--- src/rtl/sync_fire_sched_if.sv ---
// rtl/sync_fire_sched_if.sv - signal bundle between gate-level model and firing scheduler
interface sync_fire_sched_if #(
    parameter int N  = 8,
    parameter int IW = $clog2(N),
    parameter int CW = 16
);
    logic          en;
    logic [N-1:0]  precap;
    logic [N-1:0]  state;
    logic [IW-1:0] ext_sel;
    logic [N-1:0]  fire_onehot;
    logic [IW-1:0] fire_idx;
    logic          fire_valid;
    logic          quiescent;
    logic          hazard;
    logic [IW-1:0] hazard_idx;
    logic [CW-1:0] fire_count;

    modport master (
        output en, precap, state, ext_sel,
        input  fire_onehot, fire_idx, fire_valid, quiescent, hazard, hazard_idx, fire_count
    );

    modport slave (
        input  en, precap, state, ext_sel,
        output fire_onehot, fire_idx, fire_valid, quiescent, hazard, hazard_idx, fire_count
    );
endinterface

--- src/rtl/sync_fire_sched.sv ---
// rtl/sync_fire_sched.sv - excitation-aware single-fire scheduler with hazard detection
module sync_fire_sched #(
    parameter int          N         = 8,
    parameter int          IW        = $clog2(N),
    parameter int          MODE      = 0,
    parameter logic [15:0] LFSR_SEED = 16'hACE1,
    parameter int          CW        = 16
) (
    input logic            clk,
    input logic            reset,
    sync_fire_sched_if.slave bus
);
    localparam logic [IW:0]   N_EXT = (IW+1)'(N);
    localparam logic [IW-1:0] LAST  = IW'(N - 1);

    logic [N-1:0]  excited;
    logic [IW-1:0] ptr;
    logic [15:0]   lfsr;
    logic [N-1:0]  pexc;
    logic [N-1:0]  pfire;
    logic          hazard_q;
    logic [IW-1:0] hazard_idx_q;
    logic [CW-1:0] count_q;

    logic [IW-1:0] start;
    logic [IW:0]   cand;
    logic          found;
    logic [IW-1:0] sel_idx;
    logic          fire;
    logic [N-1:0]  onehot;
    logic [N-1:0]  viol;
    logic [IW-1:0] viol_idx;

    assign excited = bus.precap ^ bus.state;

    // Scan origin: pointer for round-robin, low LFSR bits (if in range) for random.
    always_comb begin
        start = '0;
        if (MODE == 0) begin
            start = ptr;
        end else if (MODE == 1) begin
            if ({1'b0, lfsr[IW-1:0]} < N_EXT)
                start = lfsr[IW-1:0];
        end
    end

    always_comb begin
        found   = 1'b0;
        sel_idx = '0;
        cand    = '0;
        if (MODE == 2) begin
            if (({1'b0, bus.ext_sel} < N_EXT) && excited[bus.ext_sel]) begin
                found   = 1'b1;
                sel_idx = bus.ext_sel;
            end
        end else begin
            for (int k = 0; k < N; k++) begin
                cand = {1'b0, start} + (IW+1)'(k);
                if (cand >= N_EXT)
                    cand = cand - N_EXT;
                if (!found && excited[cand[IW-1:0]]) begin
                    found   = 1'b1;
                    sel_idx = cand[IW-1:0];
                end
            end
        end
    end

    // Reset gating keeps the capture enables dead while reset is held.
    assign fire   = reset & bus.en & found;
    assign onehot = fire ? (N'(1) << sel_idx) : '0;

    assign viol = pexc & ~pfire & ~excited;

    always_comb begin
        viol_idx = '0;
        for (int i = N - 1; i >= 0; i--) begin
            if (viol[i])
                viol_idx = IW'(i);
        end
    end

    always_ff @(posedge clk or negedge reset) begin
        if (!reset) begin
            ptr          <= '0;
            lfsr         <= LFSR_SEED;
            pexc         <= '0;
            pfire        <= '0;
            hazard_q     <= 1'b0;
            hazard_idx_q <= '0;
            count_q      <= '0;
        end else if (bus.en) begin
            pexc  <= excited;
            pfire <= onehot;
            lfsr  <= {1'b0, lfsr[15:1]} ^ (lfsr[0] ? 16'hB400 : 16'h0000);
            if (MODE == 0 && fire)
                ptr <= (sel_idx == LAST) ? '0 : sel_idx + 1'b1;
            if (!hazard_q && |viol) begin
                hazard_q     <= 1'b1;
                hazard_idx_q <= viol_idx;
            end
            if (fire && count_q != {CW{1'b1}})
                count_q <= count_q + 1'b1;
        end
    end

    assign bus.fire_onehot = onehot;
    assign bus.fire_idx    = fire ? sel_idx : '0;
    assign bus.fire_valid  = fire;
    assign bus.quiescent   = ~|excited;
    assign bus.hazard      = hazard_q;
    assign bus.hazard_idx  = hazard_idx_q;
    assign bus.fire_count  = count_q;
endmodule
--- src/flat_wrapper.sv ---
// flat-port wrapper written by rule: the top's interface ports become plain ports
module sync_fire_sched_flat 
#(
    parameter int          N         = 8,
    parameter int          IW        = $clog2(N),
    parameter int          MODE      = 0,
    parameter logic [15:0] LFSR_SEED = 16'hACE1,
    parameter int          CW        = 16
)
  (clk, reset, bus_en, bus_precap, bus_state, bus_ext_sel, bus_fire_onehot, bus_fire_idx, bus_fire_valid, bus_quiescent, bus_hazard, bus_hazard_idx, bus_fire_count);
  sync_fire_sched_if #(.N(N), .IW(IW), .CW(CW)) bus_i ();
  input logic clk;
  input logic reset;
  input wire logic [$bits(bus_i.en)-1:0] bus_en;
  input wire logic [$bits(bus_i.precap)-1:0] bus_precap;
  input wire logic [$bits(bus_i.state)-1:0] bus_state;
  input wire logic [$bits(bus_i.ext_sel)-1:0] bus_ext_sel;
  output wire logic [$bits(bus_i.fire_onehot)-1:0] bus_fire_onehot;
  output wire logic [$bits(bus_i.fire_idx)-1:0] bus_fire_idx;
  output wire logic [$bits(bus_i.fire_valid)-1:0] bus_fire_valid;
  output wire logic [$bits(bus_i.quiescent)-1:0] bus_quiescent;
  output wire logic [$bits(bus_i.hazard)-1:0] bus_hazard;
  output wire logic [$bits(bus_i.hazard_idx)-1:0] bus_hazard_idx;
  output wire logic [$bits(bus_i.fire_count)-1:0] bus_fire_count;
  assign bus_i.en = bus_en;
  assign bus_i.precap = bus_precap;
  assign bus_i.state = bus_state;
  assign bus_i.ext_sel = bus_ext_sel;
  assign bus_fire_onehot = bus_i.fire_onehot;
  assign bus_fire_idx = bus_i.fire_idx;
  assign bus_fire_valid = bus_i.fire_valid;
  assign bus_quiescent = bus_i.quiescent;
  assign bus_hazard = bus_i.hazard;
  assign bus_hazard_idx = bus_i.hazard_idx;
  assign bus_fire_count = bus_i.fire_count;
  sync_fire_sched #(.N(N), .IW(IW), .MODE(MODE), .LFSR_SEED(LFSR_SEED), .CW(CW)) u_core (.clk(clk), .reset(reset), .bus(bus_i));
endmodule
--- config.mk ---
export PLATFORM = sky130hd
export DESIGN_NAME = sync_fire_sched_flat
export DESIGN_NICKNAME = d
export VERILOG_FILES = /design/src/rtl/sync_fire_sched_if.sv /design/src/rtl/sync_fire_sched.sv /design/src/flat_wrapper.sv
export SDC_FILE = /design/constraint.sdc
export NUM_CORES = 1
export LEC_CHECK = 0
export ABC_AREA = 0
export BUFFER_PORTS_ARGS = -buffer_cell sky130_fd_sc_hd__clkbuf_2
export CAP_MARGIN = 20
export CORE_MARGIN = 2
export CORE_UTILIZATION = 40
export CTS_BUF_LIST = sky130_fd_sc_hd__clkbuf_16
export CTS_CLUSTER_DIAMETER = 50
export DETAILED_ROUTE_END_ITERATION = 16
export GPL_ROUTABILITY_DRIVEN = 0
export PLACE_DENSITY = 0.62
export SKIP_LAST_GASP = 1
export SYNTH_ARGS = -nofsm -noshare
export SYNTH_HDL_FRONTEND = slang
export SYNTH_SLANG_ARGS = --single-unit
export TNS_END_PERCENT = 10
--- constraint.sdc ---
create_clock -name clk -period 6.2 [get_ports clk]
set_input_delay 0.62 -clock clk [delete_from_list [all_inputs] [get_ports clk]]
set_output_delay 0.62 -clock clk [all_outputs]
set_load 0.02 [all_outputs]
Yosys cells after proc, flatten, opt, wreduce, memory -nomap -nowiden
Index checks and enable logic that the tools add are counted.
{"block": "classes", "n_addsub": 17, "order_cmp": 16, "n_eq_ne": 2, "shifts": 1, "muxes": 51, "bitwise": 7, "n_reduce_logical": 23}
{"op": "3-bit 2-to-1 mux", "n": 26}
{"op": "3-bit by 4-bit < comparator with 1-bit output (second input constant)", "n": 8}
{"op": "4-bit >= comparator (second input constant)", "n": 7}
{"op": "1-bit binary-select mux with 3-bit select", "n": 8}
{"op": "3-bit by 1-bit subtractor with 3-bit output (second input constant)", "n": 8}
{"op": "16-bit by 1-bit adder with 16-bit output (second input constant)", "n": 1}
{"op": "3-bit by 3-bit adder with 4-bit output (second input constant)", "n": 4}
{"op": "8-bit AND", "n": 2}
{"op": "1-bit 2-to-1 mux", "n": 16}
{"op": "16-bit != test (second input constant)", "n": 1}
{"op": "8-bit inverter", "n": 2}
{"op": "8-bit OR reduction", "n": 2}
{"op": "1-bit logical AND", "n": 9}
{"op": "1-bit logical NOT", "n": 9}
{"op": "3-bit by 2-bit adder with 4-bit output (second input constant)", "n": 2}
{"op": "8-bit 2-to-1 mux", "n": 1}
{"op": "1-bit by 3-bit left shift with 8-bit output (first input constant)", "n": 1}
{"op": "8-bit bitwise XOR", "n": 1}
{"op": "2-bit AND reduction", "n": 3}
{"op": "3-bit by 1-bit adder with 4-bit output (second input constant)", "n": 1}
{"op": "3-bit by 4-bit >= comparator with 1-bit output (second input constant)", "n": 1}
{"op": "3-bit by 1-bit adder with 3-bit output (second input constant)", "n": 1}
{"op": "3-bit == test (second input constant)", "n": 1}
{"op": "1-bit AND", "n": 2}
{"block": "word_totals", "reg_bits": 39, "input_bits": 22, "word_cells": 123}

Longest topological paths before layout
Gate-level depths: netlist (run 1).
{"block": "logic_depth", "depth_word": 29, "depth_mapped": 18, "depth_no_buf": 13}

Least setup slack after synthesis (run 1)
OpenSTA, ideal clock, no wires.
{"block": "synth_path", "path_kind": "reg-to-output", "startpoint": "register u_core.ptr[0]", "endpoint": "output port bus_fire_onehot[2]", "arrival_ns": 4.058, "t_required_ns": 5.580, "setup_slack_ns": 1.522, "path_stages_with_launch": 16, "n_path_buf": 3, "path_cell_list": "dfrtp_1 -> buf_4 -> inv_1 -> buf_2 -> buf_2 -> ha_1 -> xor2_1 -> mux4_2 -> mux2i_1 -> nand4bb_4 -> or3_1 -> o311a_1 -> inv_1 -> ha_1 -> nand2_1 -> nor3_1"}
{"block": "synth_between", "elab_chain_cells": 28, "elab_cells_between_ends": 80, "cone_classes": "add/sub (15); order compare (8); shift (1); mux (41); bitwise (1); reduce/logical (14)"}
{"element": "from (decl)", "line": "sync_fire_sched.sv:17", "text": "logic [IW-1:0] ptr;"}
{"element": "from (signal assigned)", "line": "sync_fire_sched.sv:97", "text": "ptr <= (sel_idx == LAST) ? '0 : sel_idx + 1'b1;"}
{"element": "parallel branches: the longest is 27 deep, another holds 3-bit by 1-bit adder with 4-bit output"}
{"element": "8-bit 2-to-1 mux *", "line": "sync_fire_sched.sv:71", "text": "assign onehot = fire ? (N'(1) << sel_idx) : '0;"}
{"element": "to (decl)", "line": "flat_wrapper.sv:18", "text": "output wire logic [$bits(bus_i.fire_onehot)-1:0] bus_fire_onehot;"}
Every way passes the cells marked *. The select of a mux whose other input is x is not followed.

Worst setup path in the final report (run 1)
{"block": "layout_path", "startpoint": "register u_core.ptr[1]", "endpoint": "output port bus_fire_onehot[7]"}
The elaborated chain is that of the path after synthesis.

==> results of run 1 <==
==> area by class of cell <==
type / instances / area [µm²]
inverter: 13 / 48.80
sequential: 39 / 975.9
multi-input combinational: 259 / 2024
clock inverter: 2 / 8.758
timing repair buffer: 55 / 285.3
clock buffer: 5 / 125.1
tap: 102 / 127.6
fill: 732 / 4051
==> kinds of logic (layout without fill, tap and decap cells) <==
group           Yosys count  count (layout)  synth area share [%]
xor+xnor                 35              35                 10.06
fa+ha+maj                 8               8                 3.208
buf+inv                  28              75                 3.849
simple gates            112             112                 18.93
flops                    39              39                 31.28
mux                      30              30                 16.68
compound gates           74              74                 16.00
==> metrics by stage <==
step | area [µm²] | setup WS (ps)
2_1_floorplan | 3120 | 1522
3_3_place_gp | 3462 | 1253
3_5_place_dp | 3462 | 1225
4_1_cts | 3596 | 879.4
6_report | 3596 | 851.9
5_1_grt | 3596 | 459.2
==> how the worst max path moves through the flow <==
stage | slack (ps) | to | cells after the start | start
2_1_floorplan | 1520 | bus_fire_onehot[2] | 15 | u_core.ptr[0]
3_3_place_gp | 1250 | bus_fire_onehot[7] | 13 | u_core.ptr[1]
3_5_place_dp | 1220 | bus_fire_onehot[7] | 13 | u_core.ptr[1]
4_1_cts | 880 | bus_fire_onehot[7] | 13 | u_core.ptr[1]
5_1_grt | 460 | bus_fire_onehot[0] | 13 | u_core.ptr[1]
6_report | 850 | bus_fire_onehot[7] | 13 | u_core.ptr[1]
==> Yosys cell counts (6+ instances only) <==
cell / instances
nand3_1: 15
dfrtp_1: 39
nor2_1: 17
clkbuf_1: 9
mux4_2: 17
o21ai_0: 10
nor3_1: 12
mux2i_1: 9
xnor2_1: 24
ha_1: 8
nand2_1: 34
inv_1: 12
a21oi_1: 20
and3_1: 7
xor2_1: 10
o22ai_1: 6
==> report_power, final <==
group,internal [µW],switching (µW),leakage [µW]
clock,144,92.6,0.0000671
combinational,534,774,0.000979
sequential,320,80.0,0.000494
==> registers in the layout, indices dropped and copies added (netlist names) <==
signal and cells:
u_core.bus.fire_count 16, u_core.bus.hazard 1, u_core.bus.hazard_idx 3, u_core.pexc 8, u_core.pfire 8, u_core.ptr 3
==> worst max-delay path, stage by stage, from the launching register on <==
cell and delay [ps]:
dfrtp_1 700, clkinv_1 440, ha_1 340, xor2_1 340, mux4_2 590, mux2i_1 300, nand4bb_4 180, or3_1 390
o311a_1 370, inv_1 110, ha_1 190, ha_1 160, and2_1 160, clkbuf_2 180
==> layer usage <==
metal  GRT usage, %  wire (µm)  vias up
met5              0          0        -
met1          27.54       3459     1311
li1               -          -     1313
met3          1.627        418        9
met4          4.353        109        0
met2          31.63       3718       78
==> reports/results.tsv, run 1 <==
stage	metric	value	unit
drt	routed_wirelength	7.706	mm
timing	min_period	5348	ps
die	ios	55	
global_route	grt_usage	19.16	%
worst_setup_path	endpoint_kind	primary output	
timing	holdWs	396.3	ps
placed_design	dp_hpwl	5.676	mm
cts	post-cts-setup-buffer-count	0	
synthesis	synth_top_area_share	31.28	%
power_and_ir_drop	power_density	540.9	nW/µm²
timing	rsz0062_at_grt	false	
hold_path	holdCritPathClass	in -> async	
cts	cts_buffers	5	
run	cap_violations	0	
drt	wl_per_cell	16.22	µm
synthesis	synth-edff-count	0	
drt	vias	2711	
cts	cts_tree	yes	
worst_setup_path	cp_max_fo	17	
die	die_area	8524	µm²
cts	post_cts_resized	0	
cts	htree_levels	2	
power_and_ir_drop	leakagePower	0.001540	µW
drt	vias_per_cell	5.707	
outcome	status	complete, no violations	
power_and_ir_drop	finalPower	1945	µW
synthesis	synthCells	326	
drt	drc_errors	0	
synthesis	synth_nets	356	
placed_design	port_buffers	51	
timing	finalClockSkew	3.687	ps
cts	hold_buffers	0	
worst_setup_path	rr_worst_depth	12	
synthesis	yosysTopAreaCell	dfrtp_1	
finish	mostFrequentLayoutCells	clkbuf_2, dfrtp_1, nand2_1, xnor2_1, a21oi_1	
finish	stdcell_count	475	
worst_setup_path	regToRegSetupSlack	1590	ps
global_route	grt_pass1_wl	13.33	mm
timing	finalSetupTns	0	ps
finish	final_layout_size_suffix_gt1_share	23.86	%
die	die_h	92.33	µm
global_route	grt_overflow_total	0	
drt	first_iter_violations	169	
timing	finalHoldViolCount	0	
timing	fin_crit_sh	86.26	%
power_and_ir_drop	vdd_drop_max	0.3627	mV
timing	fmax	187.0	MHz
worst_setup_path	r2r_start	u_core.ptr[1]	
cts	clock_latency	280	ps
global_route	grt_max_degree	42	
cts	clkTransAtPathRegs	60	ps
finish	nets	403	
worst_setup_path	cp.arrival	4730	ps
finish	area_delta_synth_final	15.24	%
drt	ant_nets	0	
cts	cts_root_buffer	clkbuf_16	
global_route	antenna_found_initial	0	
placed_design	dpl.cell_count	468	
synthesis	syn_avg_cell_area	9.572	µm²
timing	slew_headroom	45.39	%
cts	clock_sinks	39	
synthesis	ys_types	60	
finish	utilization	47.02	%
finish	n_antenna_cell	0	
worst_setup_path	r2r-end	u_core.ptr[2]	
timing	setup-violations-final	0	
die	start_util	40.80	%
synthesis	syn-cell-area	3120	µm²
synthesis	ys_seq_area_share	31.28	%
finish	final_common_cell	clkbuf_2	
synthesis	ys_ff_latch	39	
cts	clockBufferDepth	2	
global_route	grt_pass1_vias	2688	
die	num_rows	32	
worst_setup_path	crit_type	reg -> out	
worst_setup_path	worstSetupStartpointType	flop	
die	core	7647	µm²
drt	first_pass_iters	5	
die	die_x	92.33	µm
worst_setup_path	cp.required	5580	ps
timing	tightest_slew	813.3	ps
synthesis	synth_ff_type	dfrtp_1	
synthesis	synth_area_leaders	dfrtp_1, mux4_2, xnor2_1	
timing	drv_slew	0	
synthesis	yosysWarningCount	0	
synthesis	async_flop_share	100.0	%
Power figures use the tool's default switching activity.
==> run 2, diff against run 1 <==
--- a/constraint.sdc
+++ b/constraint.sdc
@@ -3,2 +3,2 @@
 set_output_delay 0.62 -clock clk [all_outputs]
-set_load 0.02 [all_outputs]
+set_load 0.05 [all_outputs]
==> reports/results.tsv, run 2 (synthesis gave the netlist of run 1 again) <==
stage	metric	value	unit	change
placed_design	port_buffers	51		unchanged
power_and_ir_drop	p_sw	1089	µW	+15%
drt	wl_per_cell	16.57	µm	+2.1%
worst_setup_path	regToRegSetupSlack	1560	ps	-30 ps
power_and_ir_drop	pwr-share-clk	11.5	%	-0.7 points
drt	routed_wirelength	7.885	mm	+2.3%
worst_setup_path	cp.required	5580	ps	about the same
global_route	grt_usage	19.03	%	-0.13 points
cts	clkTransAtPathRegs	60	ps	about the same
timing	finalClockSkew	3.750	ps	+0.06228 ps
finish	mostFrequentLayoutCells	clkbuf_2, dfrtp_1, nand2_1, xnor2_1, a21oi_1		
power_and_ir_drop	finalPower	2090	µW	+7.5%
die	start_util	40.80	%	unchanged
cts	htree_levels	2		unchanged
global_route	grt_pass1_vias	2576		-4.2%
drt	drc_errors	0		unchanged
worst_setup_path	crit_start	u_core.ptr[1]		
power_and_ir_drop	power_density	580.9	nW/µm²	+7.4%
worst_setup_path	r2r_start	u_core.ptr[1]		
die	ios	55		unchanged
timing	fin_crit_sh	88.32	%	+2.1 points
worst_setup_path	max_stage_delay	700	ps	about the same
die	die_h	92.33	µm	unchanged
power_and_ir_drop	power_frac_comb	69.3	%	+2.1 points
cts	cts_root_buffer	clkbuf_16		
worst_setup_path	worstSetupStartpointType	flop		
worst_setup_path	cp_cell_sequence	clkinv_1, ha_1, xor2_1, mux4_2, mux2i_1, nand4bb_4, or3_1, o311a_1, inv_1, ha_1, ha_1, and2_1, clkbuf_2		
cts	clockBufferDepth	2		unchanged
finish	final_layout_size_suffix_gt1_share	23.53	%	-0.33 points
global_route	grt_pass1_wl	13.12	mm	-1.6%
worst_setup_path	cp_max_fo	17		unchanged
worst_setup_path	endpoint_kind	primary output		
worst_setup_path	rr_worst_depth	12		unchanged
worst_setup_path	crit_family	multiplexers		
power_and_ir_drop	leakagePower	0.001543	µW	+0.19%
drt	ant_nets	0		unchanged
worst_setup_path	crit_end	bus_fire_onehot[7]		
timing	rsz0062_at_grt	false		
worst_setup_path	path_common_cell	ha_1		
finish	utilization	47.06	%	about the same
finish	nets	403		unchanged
worst_setup_path	cp_num_buf_inv	3		unchanged
power_and_ir_drop	vdd_drop_max	0.3701	mV	+2.1%
cts	cts_tree	yes		
global_route	grt_overflow_total	0		unchanged
cts	post-cts-setup-buffer-count	0		unchanged
cts	clock_latency	280	ps	about the same
finish	largest_register_ffs	16		unchanged
timing	min_period	5476	ps	+127.5 ps
timing	slew_headroom	45.03	%	-0.36 points
hold_path	holdCritPathClass	in -> async		
cts	hold_buffers	0		unchanged
worst_setup_path	cp_slowest_cell	dfrtp_1		
global_route	antenna_found_initial	0		unchanged
worst_setup_path	crit_type	reg -> out		
timing	setup-violations-final	0		unchanged
cts	post_cts_resized	0		unchanged
finish	fillers	738		+0.82%
drt	first_pass_iters	5		unchanged
drt	vias	2752		+1.5%
timing	finalHoldViolCount	0		unchanged
timing	finalSetupTns	0	ps	unchanged
cts	clock_sinks	39		unchanged
die	core	7647	µm²	unchanged
finish	final_common_cell	clkbuf_2		
outcome	status	complete, no violations		
worst_setup_path	cp.depth	13		unchanged
run	cap_violations	0		unchanged
power_and_ir_drop	internal_power	1001	µW	+0.26%
global_route	grt_max_degree	42		unchanged
timing	fmax	182.6	MHz	-2.3%
die	die_x	92.33	µm	unchanged
cts	cts_buffers	5		unchanged
finish	area_delta_synth_final	15.32	%	about the same
die	num_rows	32		unchanged
placed_design	dp_hpwl	5.702	mm	+0.45%
power_and_ir_drop	p_seq_share	19.2	%	-1.4 points
drt	first_iter_violations	182		+7.7%
drt	vias_per_cell	5.782		+1.3%
finish	n_antenna_cell	0		unchanged
power_and_ir_drop	switching_share	52.10	%	+3.4 points
worst_setup_path	r2r-end	u_core.ptr[2]		
timing	tightest_slew	818.7	ps	+5.420 ps
timing	drv_slew	0		unchanged
worst_setup_path	cp.arrival	4860	ps	+130 ps
die	die_area	8524	µm²	unchanged
run 2: changes by cell type in the layout (fill, tap and decap cells not counted):
| cell | before | now |
|---|---|---|
| clkinv_1 | 2 | 3 |
| clkinv_2 | 1 | 0 |
| inv_1 | 12 | 13 |
run 2: metal layers:
metal,up-vias,share of wire [%],wire length (µm),global-route usage (%)
met2,82,48,3820,30.72
met4,0,1.6,125,5.100
met1,1353,45,3538,27.49
li1,1308,-,-,-
met5,-,0,0,0
met3,9,5.1,400,1.790
run 2: worst min path at each step:
stage,from,endpoint,slack [ps],cells after the start
2_1_floorplan,reset,u_core.bus.fire_count[0],320,0
3_3_place_gp,u_core.bus.fire_count[10],u_core.bus.fire_count[10],480,1
3_5_place_dp,u_core.bus.fire_count[15],u_core.bus.fire_count[15],480,1
4_1_cts,reset,u_core.bus.fire_count[8],420,2
5_1_grt,reset,u_core.bus.fire_count[7],460,2
6_report,reset,u_core.bus.fire_count[8],390,2
run 2: area by class of cell:
cell class                 instances  area [µm²]  share of cell area, %
timing repair buffer              55       285.3                  7.928
sequential                        39       975.9                  27.12
multi-input combinational        259        2024                  56.26
clock buffer                       5       125.1                  3.477
inverter                          13       48.80                  1.356
tap                              102       127.6                  3.547
clock inverter                     3       11.26                 0.3129
run 2: power groups by stage:
stage	clock (µW)	sequential, µW	combinational, µW
4_1_cts	245	400	1440
3_5_place_dp	0	404	1430
5_1_grt	254	412	1570
3_3_place_gp	0	403	1410
2_1_floorplan	0	459	1060
6_report	240	401	1450
run 2: per-stage QoR:
stage / area [µm²] / cells / setup slack, ps / hold slack, ps
floorplan: 3120 / 326 / 931.6 / 324.4
global placement: 3462 / 468 / 1149 / 475.6
detailed placement: 3462 / 468 / 1119 / 477.0
CTS: 3598 / 476 / 799.2 / 415.1
global route: 3598 / 476 / 401.9 / 457.4
finish: 3598 / 476 / 724.4 / 393.8
==> run 3, diff against run 2 <==
Settings changed: CTS_BUF_LIST sky130_fd_sc_hd__clkbuf_16 to sky130_fd_sc_hd__clkbuf_4.
Clock period 6.2 ns to 6.1 ns, I/O delays scaled along.
==> reports/results.tsv, run 3 (synthesis gave the netlist of run 1 again) <==
stage	metric	value	unit	change
worst_setup_path	worstSetupStartpointType	flop		
finish	stdcell_count	475		-0.21%
worst_setup_path	r2r-end	u_core.ptr[2]		
timing	slew_headroom	43.01	%	-2.0 points
global_route	grt_pass1_wl	13.03	mm	-0.68%
cts	clock_latency	330	ps	+50 ps
drt	first_iter_violations	161		-12%
worst_setup_path	regToRegSetupSlack	1380	ps	-180 ps
worst_setup_path	max_stage_delay	730	ps	+30 ps
drt	vias_per_cell	5.718		-1.1%
placed_design	placed_area	3462	µm²	unchanged
finish	final_layout_size_suffix_gt1_share	23.86	%	+0.33 points
die	start_util	40.80	%	unchanged
finish	area_delta_synth_final	12.43	%	
outcome	status	complete, no violations		
worst_setup_path	cp.required	5490	ps	-90 ps
power_and_ir_drop	p_seq_share	20.5	%	+1.3 points
power_and_ir_drop	leakagePower	0.001502	µW	-2.7%
cts	cts_root_buffer	clkbuf_4		
finish	fin_area	3508	µm²	-2.5%
drt	first_pass_iters	4		-1
run	cap_violations	0		unchanged
die	die_area	8524	µm²	unchanged
drt	routed_wirelength	7.778	mm	-1.4%
power_and_ir_drop	vdd_drop_max	0.3438	mV	-7.1%
power_and_ir_drop	switching_share	54.29	%	+2.2 points
die	core	7647	µm²	unchanged
power_and_ir_drop	pwr-share-clk	5.9	%	-5.6 points
die	num_rows	32		unchanged
worst_setup_path	crit_family	multiplexers		
cts	hold_buffers	0		unchanged
global_route	antenna_found_initial	0		unchanged
finish	largest_register_ffs	16		unchanged
finish	n_antenna_cell	0		unchanged
cts	cts_buffers	5		unchanged
cts	post-cts-setup-buffer-count	0		unchanged
worst_setup_path	crit_type	reg -> out		
drt	drc_errors	0		unchanged
placed_design	dp_hpwl	5.787	mm	+1.5%
worst_setup_path	cp.arrival	4990	ps	+130 ps
worst_setup_path	rr_worst_depth	12		unchanged
finish	nets	403		unchanged
worst_setup_path	r2r_start	u_core.ptr[1]		
drt	vias	2716		-1.3%
global_route	grt_usage	18.98	%	-0.051 points
cts	clock_sinks	39		unchanged
global_route	grt_pass1_vias	2619		+1.7%
drt	wl_per_cell	16.37	µm	-1.1%
timing	finalSetupTns	0	ps	unchanged
timing	rsz0062_at_grt	false		
global_route	grt_overflow_total	0		unchanged
global_route	grt_max_degree	42		unchanged
worst_setup_path	endpoint_kind	primary output		
cts	clkTransAtPathRegs	110	ps	+50 ps
cts	htree_levels	2		unchanged
worst_setup_path	cp_slowest_cell	dfrtp_1		
power_and_ir_drop	p_sw	1078	µW	-0.99%
timing	fin_crit_sh	91.79	%	
power_and_ir_drop	internal_power	907.6	µW	-9.4%
drt	ant_nets	0		unchanged
timing	setup-violations-final	0		unchanged
placed_design	dpl.cell_count	468		unchanged
cts	cts_tree	yes		
worst_setup_path	cp_max_fo	17		unchanged
timing	min_period	5599	ps	
finish	mostFrequentLayoutCells	clkbuf_2, dfrtp_1, nand2_1, xnor2_1, a21oi_1		
die	die_x	92.33	µm	unchanged
worst_setup_path	cp_num_buf_inv	3		unchanged
worst_setup_path	path_common_cell	ha_1		
timing	fmax	178.6	MHz	
finish	final_common_cell	clkbuf_2		
worst_setup_path	cp_cell_sequence	clkinv_1, ha_1, xor2_1, mux4_2, mux2i_1, nand4bb_4, or3_1, o311a_1, inv_1, ha_1, nand2_1, nor3_1, clkbuf_2		
placed_design	port_buffers	51		unchanged
power_and_ir_drop	power_frac_comb	73.5	%	+4.2 points
power_and_ir_drop	power_density	566.0	nW/µm²	-2.6%
die	ios	55		unchanged
cts	clockBufferDepth	2		unchanged
finish	fillers	749		+1.5%
timing	drv_slew	0		unchanged
hold_path	holdCritPathClass	in -> async		
timing	finalHoldViolCount	0		unchanged
timing	tightest_slew	848.8	ps	+30.07 ps
die	die_h	92.33	µm	unchanged
cts	post_cts_resized	0		unchanged
timing	finalClockSkew	5.331	ps	+1.581 ps
[run 3: cell count changes in the layout (fill, tap and decap cells not counted)]
cell	previous run	this run
clkbuf_16	5	0
clkbuf_4	0	5
clkinv_1	3	2
clkinv_2	0	1
inv_1	13	12
[run 3: how the worst max path moves through the flow]
stage,slack (ps),cells past startpoint,startpoint,endpoint
6_report,500,13,u_core.ptr[1],bus_fire_onehot[2]
5_1_grt,80,13,u_core.ptr[1],bus_fire_onehot[0]
4_1_cts,490,13,u_core.ptr[1],bus_fire_onehot[2]
3_5_place_dp,890,13,u_core.ptr[1],bus_fire_onehot[2]
3_3_place_gp,1070,13,u_core.ptr[1],bus_fire_onehot[7]
2_1_floorplan,840,15,u_core.ptr[0],bus_fire_onehot[2]
[run 3: per-layer routing]
metal	wire length, µm	global-route usage [%]	share of wire (%)	vias to the layer above
met4	50	3.856	0.64	0
met3	292	1.709	3.8	4
li1	-	-	-	1310
met5	0	0	0	-
met1	3673	28.23	47	1330
met2	3762	30.41	48	72
[run 3: power groups by stage]
stage	registers [µW]	logic [µW]	clock network, µW
after detailed placement	412	1450	0
after floorplan	466	1080	0
after global routing	420	1580	139
after global placement	410	1430	0
after CTS	407	1460	126
final	408	1460	118
[run 3: final cells by class]
type / count / area, µm² / share of cell area (%)
inverters: 13 / 48.80 / 1.391
flip-flops and latches: 39 / 975.9 / 27.82
well taps: 102 / 127.6 / 3.638
repair buffers: 55 / 285.3 / 8.131
clock buffers: 5 / 37.54 / 1.070
multi-input cells: 259 / 2024 / 57.70
clock inverters: 2 / 8.758 / 0.2496
[run 3: stage by stage]
step / total power (µW) / setup slack, ps / hold WS, ps / util, %
after floorplan: 1545 / 841.6 / 314.4 / -
after global placement: 1839 / 1072 / 475.5 / 45.27
after detailed placement: 1861 / 887.9 / 483.9 / 45.27
after CTS: 1989 / 493.6 / 324.6 / 45.88
after global routing: 2142 / 75.35 / 343.2 / 45.88
final: 1986 / 500.5 / 321.2 / 45.88
